[src/rtl/dmem_io_bridge_if.sv]
// Bus between the core's MEM stage and dmem_io_bridge: load/store port plus GPIO and TX drain signals.
interface dmem_io_bridge_if;
  logic [31:0] addr;
  logic        dmem_write;
  logic [31:0] dmem_write_data;
  logic [31:0] dmem_read_data;
  logic [15:0] gpio_out;
  logic [7:0]  tx_data;
  logic        tx_valid;
  logic        tx_ready;
  logic        tx_drop;

  modport master (
    output addr, dmem_write, dmem_write_data, tx_ready,
    input  dmem_read_data, gpio_out, tx_data, tx_valid, tx_drop
  );

  modport slave (
    input  addr, dmem_write, dmem_write_data, tx_ready,
    output dmem_read_data, gpio_out, tx_data, tx_valid, tx_drop
  );
endinterface

[src/rtl/dmem_io_bridge.sv]
// MEM-stage data bridge: word RAM plus GPIO, byte TX queue and cycle counter in the 0xFFFF_xxxx I/O page.
// Define DMEM_IO_CYCLE_COUNTER_EN to implement the CYCLES counter; otherwise CYCLES reads as zero.
module dmem_io_bridge #(
  parameter int DMEM_WORDS = 64,
  parameter int TXQ_DEPTH  = 4
) (
  input  logic            clk,
  input  logic            reset,
  dmem_io_bridge_if.slave bus
);
  localparam int AW = $clog2(DMEM_WORDS);
  localparam int QW = $clog2(TXQ_DEPTH);
  localparam int CW = QW + 1;

  typedef enum logic [7:0] {
    REG_GPIO   = 8'h00,
    REG_TXDATA = 8'h04,
    REG_TXSTAT = 8'h08,
    REG_CYCLES = 8'h0C
  } io_reg_e;

  logic          io_sel;
  logic          wr_en;
  logic          io_wr;
  logic [7:0]    io_off;
  logic [AW-1:0] ram_idx;
  logic          unused_addr;

  assign io_sel      = (bus.addr[31:16] == 16'hFFFF);
  assign io_off      = bus.addr[7:0];
  assign ram_idx     = bus.addr[AW+1:2];
  assign wr_en       = reset & bus.dmem_write;
  assign io_wr       = wr_en & io_sel;
  assign unused_addr = ^bus.addr[15:0];

  // ---------------- data RAM ----------------
  logic [31:0] ram_mem [DMEM_WORDS];

  // NOTE: storage arrays have no reset branch, so they map onto plain RAM without a clear sequence.
  always_ff @(posedge clk) begin
    if (wr_en && !io_sel) ram_mem[ram_idx] <= bus.dmem_write_data;
  end

  // ---------------- transmit queue ----------------
  logic [7:0]    txq_mem [TXQ_DEPTH];
  logic [QW-1:0] rd_q, rd_d, wr_q, wr_d;
  logic [CW-1:0] cnt_q, cnt_d;
  logic          ovf_q, ovf_d;
  logic [15:0]   gpio_q, gpio_d;
  logic          full, empty, pop, push_req, push_ok, drop;

  assign full     = (cnt_q == CW'(TXQ_DEPTH));
  assign empty    = (cnt_q == '0);
  assign pop      = ~empty & bus.tx_ready;
  assign push_req = io_wr & (io_off == REG_TXDATA);
  assign push_ok  = push_req & (~full | pop);
  assign drop     = push_req & ~push_ok;

  always_ff @(posedge clk) begin
    if (push_ok) txq_mem[wr_q] <= bus.dmem_write_data[7:0];
  end

  // NOTE: every variable gets its default first, so no path through this block can infer a latch.
  always_comb begin
    rd_d   = rd_q;
    wr_d   = wr_q;
    cnt_d  = cnt_q;
    ovf_d  = ovf_q;
    gpio_d = gpio_q;
    if (pop)     rd_d = rd_q + QW'(1);
    if (push_ok) wr_d = wr_q + QW'(1);
    if (push_ok && !pop)      cnt_d = cnt_q + CW'(1);
    else if (pop && !push_ok) cnt_d = cnt_q - CW'(1);
    if (drop) ovf_d = 1'b1;
    else if (io_wr && io_off == REG_TXSTAT && bus.dmem_write_data[0]) ovf_d = 1'b0;
    if (io_wr && io_off == REG_GPIO) gpio_d = bus.dmem_write_data[15:0];
  end

  // NOTE: state registers use non-blocking assignment so every flop samples pre-edge values.
  always_ff @(posedge clk) begin
    if (!reset) begin
      rd_q   <= '0;
      wr_q   <= '0;
      cnt_q  <= '0;
      ovf_q  <= 1'b0;
      gpio_q <= '0;
    end else begin
      rd_q   <= rd_d;
      wr_q   <= wr_d;
      cnt_q  <= cnt_d;
      ovf_q  <= ovf_d;
      gpio_q <= gpio_d;
    end
  end

  // ---------------- cycle counter ----------------
  logic [31:0] cycles_rd;

`ifdef DMEM_IO_CYCLE_COUNTER_EN
  logic [31:0] cycles_q, cycles_d;

  // A store to CYCLES takes priority over that cycle's increment.
  always_comb begin
    cycles_d = cycles_q + 32'd1;
    if (io_wr && io_off == REG_CYCLES) cycles_d = '0;
  end

  always_ff @(posedge clk) begin
    if (!reset) cycles_q <= '0;
    else        cycles_q <= cycles_d;
  end

  assign cycles_rd = cycles_q;
`else
  assign cycles_rd = '0;
`endif

  // ---------------- load path and outputs ----------------
  logic [31:0] rdata;

  always_comb begin
    rdata = '0;
    if (!io_sel) begin
      rdata = ram_mem[ram_idx];
    end else begin
      case (io_off)
        REG_GPIO:   rdata = {16'h0, gpio_q};
        REG_TXDATA: rdata = {24'h0, txq_mem[rd_q]};
        REG_TXSTAT: rdata = {16'h0, 8'(cnt_q), 5'h0, ovf_q, full, empty};
        REG_CYCLES: rdata = cycles_rd;
        default:    rdata = '0;
      endcase
    end
  end

  assign bus.dmem_read_data = rdata;
  assign bus.gpio_out       = gpio_q;
  assign bus.tx_data        = txq_mem[rd_q];
  assign bus.tx_valid       = ~empty;
  assign bus.tx_drop        = drop;
endmodule

[src/flat_wrapper.sv]
// flat-port wrapper written by rule: the top's interface ports become plain ports
module dmem_io_bridge_flat 
#(
  parameter int DMEM_WORDS = 64,
  parameter int TXQ_DEPTH  = 4
)
  (clk, reset, bus_addr, bus_dmem_write, bus_dmem_write_data, bus_tx_ready, bus_dmem_read_data, bus_gpio_out, bus_tx_data, bus_tx_valid, bus_tx_drop);
  dmem_io_bridge_if bus_i ();
  input  logic clk;
  input  logic reset;
  input wire logic [$bits(bus_i.addr)-1:0] bus_addr;
  input wire logic [$bits(bus_i.dmem_write)-1:0] bus_dmem_write;
  input wire logic [$bits(bus_i.dmem_write_data)-1:0] bus_dmem_write_data;
  input wire logic [$bits(bus_i.tx_ready)-1:0] bus_tx_ready;
  output wire logic [$bits(bus_i.dmem_read_data)-1:0] bus_dmem_read_data;
  output wire logic [$bits(bus_i.gpio_out)-1:0] bus_gpio_out;
  output wire logic [$bits(bus_i.tx_data)-1:0] bus_tx_data;
  output wire logic [$bits(bus_i.tx_valid)-1:0] bus_tx_valid;
  output wire logic [$bits(bus_i.tx_drop)-1:0] bus_tx_drop;
  assign bus_i.addr = bus_addr;
  assign bus_i.dmem_write = bus_dmem_write;
  assign bus_i.dmem_write_data = bus_dmem_write_data;
  assign bus_i.tx_ready = bus_tx_ready;
  assign bus_dmem_read_data = bus_i.dmem_read_data;
  assign bus_gpio_out = bus_i.gpio_out;
  assign bus_tx_data = bus_i.tx_data;
  assign bus_tx_valid = bus_i.tx_valid;
  assign bus_tx_drop = bus_i.tx_drop;
  dmem_io_bridge #(.DMEM_WORDS(DMEM_WORDS), .TXQ_DEPTH(TXQ_DEPTH)) u_core (.clk(clk), .reset(reset), .bus(bus_i));
endmodule
[config.mk]
export PLATFORM = sky130hd
export DESIGN_NAME = dmem_io_bridge_flat
export DESIGN_NICKNAME = d
export VERILOG_FILES = /design/src/rtl/dmem_io_bridge_if.sv /design/src/rtl/dmem_io_bridge.sv /design/src/flat_wrapper.sv
export SDC_FILE = /design/constraint.sdc
export NUM_CORES = 2
export LEC_CHECK = 0
export ABC_CLOCK_PERIOD_IN_PS = 4900
export BUFFER_PORTS_ARGS = -buffer_cell sky130_fd_sc_hd__buf_2
export CAP_MARGIN = 15
export CORE_MARGIN = 4
export CORE_UTILIZATION = 43
export DETAILED_ROUTE_END_ITERATION = 12
export SKIP_CTS_REPAIR_TIMING = 1
export SLEW_MARGIN = 30
export SYNTH_ARGS = -nofsm -noshare
export SYNTH_HDL_FRONTEND = slang
export SYNTH_SLANG_ARGS = --single-unit
[constraint.sdc]
create_clock -name clk -period 4.9 [get_ports clk]
set_input_delay 0.98 -clock clk [delete_from_list [all_inputs] [get_ports clk]]
set_output_delay 0.98 -clock clk [all_outputs]
set_load 0.02 [all_outputs]
-- After elaboration in Yosys (flattened, before gate mapping)
Memories as Yosys holds them, arrays and structs flattened. A register that Yosys moved wholly into a read port is not among the register bits.
Index checks and enable logic that the tools add are counted.
- register bits after elaboration: 24
- latch bits: 0
- RAM bits: 2080
- memory bits (read-only): 0
- input bits: 68
- output and inout bits: 58
- logic and storage cells: 50
- memories: 2
- memories (memory ; depth ; width ; rd ports ; clocked after Yosys merged registers in ; wr ports ; line ; source):
    u_core.ram_mem ; 64 ; 32 ; 1 ; 0 ; 1 ; dmem_io_bridge.sv:37 ; logic [31:0] ram_mem [DMEM_WORDS];
    u_core.txq_mem ; 4 ; 8 ; 1 ; 1 ; 1 ; dmem_io_bridge.sv:45 ; logic [7:0] txq_mem [TXQ_DEPTH];
- add/subtract/negate cells: 4
- multipliers: 0
- divide/modulo/power cells: 0
- $lt $le $gt $ge: 0
- equality and inequality tests: 4
- shifts and indexed selects: 0
- muxes and demuxes: 12
- bitwise operators: 10
- reduce and logical (&&, ||, !) cells: 13
- operators with widths (kind ; count):
    one-hot mux 16 bit (3 select lines) ; 1
    two-way mux 32 bit ; 1
    equality test 16 bit (second input constant) ; 1
    equality test 8 x 3 -> 1 bit (second input constant) ; 1
    equality test 8 x 4 -> 1 bit (second input constant) ; 1
    zero test 8 bit ; 1
    bitwise AND 1 bit ; 6
    logical AND 1 bit ; 6
    two-way mux 1 bit ; 6
    two-way mux 3 bit ; 2
    adder 2 x 1 -> 2 bit (second input constant) ; 2
    two-way mux 2 bit ; 2
    nonzero test 2 bit ; 2
    adder 3 x 1 -> 3 bit (second input constant) ; 1
    equality test 3 bit (second input constant) ; 1
    zero test 1 bit ; 3
    zero test 3 bit ; 1
    inverter 1 bit ; 3
    subtractor 3 x 1 -> 3 bit (second input constant) ; 1
    bitwise OR 1 bit ; 1

-- Longest topological paths before layout
- word-level depth: 9
- depth in mapped cells: 11
- mapped depth without buffers: 10

-- Least setup slack after synthesis
No wires, ideal clock.
- kind: input to register
- from: input port bus_addr[2]
- to: memory u_core.ram_mem[15][0] (enable)
- setup time: 421 ps
- arrival time: 3857 ps
- data required time: 4479 ps
- path slack: 622 ps
- stages on the path: 8
- buffers on the path: 6
- path through: buf_2 buf_4 buf_4 buf_2 buf_2 buf_2 nand3_1 nor2_1
- RTL lines (item ; line ; source):
    from (decl) ; flat_wrapper.sv:11 ; input wire logic [$bits(bus_i.addr)-1:0] bus_addr;
    to (decl) ; dmem_io_bridge.sv:37 ;
Straight into the memory's write port.

-- Worst setup path in the final report
- from: input port bus_addr[3]
- to: output port bus_dmem_read_data[2]
- longest elaborated chain between the ends: 3
- RTL lines (item ; line ; source):
    branches (longest 2 deep; another with memory read (64 x 32 bit)) ; n/a ;
    two-way mux 32 bit * ; dmem_io_bridge.sv:123 ; if (!io_sel) begin
    to (decl) ; flat_wrapper.sv:15 ; output wire logic [$bits(bus_i.dmem_read_data)-1:0] bus_dmem_read_data;
Mark *: on every way between the ends.

==> key figures <==
Outcome
  – Status: completed

Critical path
  – CP Data Required Time: 3920 ps
  – Critical path endpoint category: output port
  – Worst r2r path cells: 8
  – Most frequent CP cell: buf_12
  – CP startpoint kind: input pin
  – Crit path largest cell delay: 510 ps
  – RR Startpoint: u_core.cnt_q[0]
  – FF-to-FF End: u_core.cnt_q[2]
  – CP Data Arrival Time: 3780 ps
  – Critical path type: input pin to output port
  – R2R Setup Slk: 2470 ps
  – Critical path's slowest cell: mux4_2
  – CP Max Fanout: 18
  – CP cell instances: buf_8, buf_12, buf_12, mux4_2, a22o_1, a221oi_1, o22ai_1, o31a_1, buf_2

GRT
  – GRT Total Usage: 0.2425
  – Largest net degree at the start of global routing: 70
  – Global-route wire length before repair: 332000 um
  – Vias in the first global route: 41420
  – Initial antenna violation count: 12
  – GRT overflow: 0

STA
  – Max Slew Vio Count: 0
  – RSZ-0062 raised after global routing: false
  – Final worst setup slack: 145.0 ps
  – Hold Vio Cnt, Final: 0
  – Minimum clock period: 4755 ps
  – Worst-margin pin slew: 1015 ps
  – Fmax achieved: 210.3 MHz
  – Normalized max-slew margin: 0.3194
  – Hold Slack: 435.0 ps
  – Final Skew: 16.57 ps
  – Post-route setup TNS: 0 ps
  – # setup viols final: 0
  – Final period util: 0.9704

Layout
  – Layout Nets: 4255
  – Leading cell type in the layout, fill and taps excluded: edfxtp_1
  – Area delta synth->final: 16.67%
  – Most frequent cells in the layout: edfxtp_1, mux4_2, buf_4
  – Layout cells sized above 1: 0.3182
  – # fillers: 14870
  – Fin area: 94570 um2

Clock network
  – Clock buffer depth: 3
  – Clk_lat worst skew: 830 ps
  – CTS root buf: clkbuf_16
  – # H-tree levels: 4
  – CTS tree: yes
  – Inserted Clock Buffers: 207
  – Clk sinks: 2106
  – Clock-pin slew on the worst setup and hold paths: 60 ps

Synth
  – Flop and latch count out of synthesis: 2106
  – Syn avg cell area: 22.05 um2
  – Syn Nets: 3750
  – Syn Inst Count: 3676
  – Most common flop cell mapped by yosys: edfxtp_1
  – Ys async rst share: 0
  – Number of synthesized flops with an enable pin: 2080
  – Sequential fraction of the synthesis area: 0.7770
  – Count of different cell masters after synthesis: 66
  – Yosys warns: 0
  – Post-synthesis cell area: 81060 um2

Pwr
  – Logic pwr share: 0.056
  – Sw power: 8.024 mW
  – Clock share of power: 0.413
  – Flop pwr share: 0.531
  – Int Power: 29.38 mW
  – Tot Pwr: 37.40 mW
  – VDD IR max: 0.3518 mV
  – PD cells: 395.5 nW/um2
  – Switching Fraction: 0.2145
  – Static Leakage: 30.13 nW

Routing
  – DR iter-0 viols: 5590
  – Via count: 42030
  – WL/cell: 35.01 um
  – DRC errors left: 0
  – DRT Wirelength: 239700 um
  – Antenna-violating nets left: 0
  – Drt pass-1 iters: 5
  – Routed vias/inst: 6.139

Floorplanning
  – Initial core utilization: 0.4321
  – Core Area: 187600 um2
  – Die X-Extent: 442.2 um
  – Die area: 195500 um2
  – Die H: 442.2 um
  – Rows: 159
  – IO Pins: 126

Run
  – Max Cap Violations: 0

Min path
  – Worst min-delay path class: input pin to flop
  – Hold path startpoint: bus_dmem_write_data[9]
  – Min-Delay Path Depth: 1
  – WHS Endpoint: u_core.ram_mem[46][9]

Placement
  – Worst Setup Slack post-DPL: -25.99 ps
  – Port Buffers: 117
  – DP HPWL: 142900 um
  – GP Congestion: 0.8434
  – Placed cell areas: 87980 um2
[cell usage after synthesis, drive strengths merged (5+ instances only)]
master | count | area [um2]
edfxtp | 2080 | 62460
mux4 | 498 | 11220
mux2i | 174 | 1742
buf | 151 | 823.3
nor2 | 106 | 397.9
nand2 | 104 | 395.4
a22oi | 61 | 457.9
a21oi | 60 | 300.3
clkbuf | 48 | 180.2
o22ai | 43 | 269.0
nand3 | 40 | 200.2
o21ai | 40 | 200.2
dfxtp | 26 | 520.5
nor2b | 24 | 150.1
a21boi | 17 | 165.2
and2 | 17 | 106.4
a211oi | 16 | 120.1
nand4 | 14 | 87.58
nor3 | 14 | 81.33
nand2b | 13 | 81.33
mux2 | 12 | 135.1
a221oi | 10 | 87.58
nor4 | 10 | 62.56
a31oi | 9 | 56.30
a2111oi | 7 | 61.31
o2111ai | 6 | 52.55
or3 | 6 | 42.54
and3 | 5 | 31.28
ha | 5 | 62.56
inv | 5 | 18.76
o211ai | 5 | 37.54
[sequential cells by signal, indices dropped and copies added (netlist names), named ones only]
| signal | cells |
|---|---|
| u_core.wr_q | 2 |
| u_core.txq_mem | 32 |
| u_core.rd_q | 2 |
| u_core.bus.gpio_out | 16 |
| u_core.cnt_q | 3 |
| u_core.ovf_q | 1 |
| u_core.ram_mem | 2048 |
[kinds of logic (layout without fill, tap and decap cells)]
family          count (synthesis)  in the layout  share of synthesized area
compound gates                302            302                    0.02531
fa+ha+maj                       6              6                   0.001019
buf+inv                       205            879                    0.01266
mux                           684            684                     0.1615
simple gates                  368            368                    0.02200
flops                        2106           2106                     0.7770
other cells                     0              2                          0
xor+xnor                        5              5                  0.0005402
[power groups by stage]
stage,Clock [mW],Combinational [mW],Sequential [mW]
after floorplan,0,0.990,20.2
after global placement,0,2.08,20.3
after detailed placement,0,2.10,20.3
after CTS,15.7,2.10,19.9
after global routing,16.4,2.19,19.9
final,15.4,2.09,19.9
[stage by stage]
step | cells | utilization
after floorplan | 3676 | -
after global placement | 6467 | 0.4689
after detailed placement | 6467 | 0.4690
after CTS | 6845 | 0.5039
after global routing | 6845 | 0.5041
final | 6847 | 0.5041
[worst max path at each step]
stage	slack, ps	cells after the start	endpoint	from
2_1_floorplan	620	8	u_core.ram_mem[15][0]	bus_addr[2]
3_3_place_gp	-60	9	bus_dmem_read_data[22]	bus_addr[2]
3_5_place_dp	-30	9	bus_dmem_read_data[22]	bus_addr[2]
4_1_cts	-30	9	bus_dmem_read_data[22]	bus_addr[2]
5_1_grt	70	13	bus_dmem_read_data[31]	bus_addr[3]
6_report	140	9	bus_dmem_read_data[2]	bus_addr[3]
[layer usage]
metal | up-vias | share of wire | GRT usage
met2 | 2174 | 0.48 | 0.3833
li1 | 16580 | - | -
met4 | 8 | 0.036 | 0.08074
met5 | - | 0.00021 | 0
met3 | 401 | 0.085 | 0.04726
met1 | 22870 | 0.40 | 0.3414
[worst max-delay path: cells and delay by family]
family / cells / cell delay (ps)
mux: 1 / 510
compound gates: 4 / 1360
buf+inv: 4 / 850
[cell type report]
type / count / area, um2 / area share
clock buffers: 265 / 5577 / 0.05897
clock inverters: 113 / 978.4 / 0.01035
well taps: 2495 / 3122 / 0.03301
multi-input cells: 1365 / 17560 / 0.1857
diodes: 2 / 5.005 / 0.00005292
inverters: 6 / 23.77 / 0.0002514
repair buffers: 495 / 4329 / 0.04578
flip-flops and latches: 2106 / 62980 / 0.6659
(Power assumes the default switching activity.)
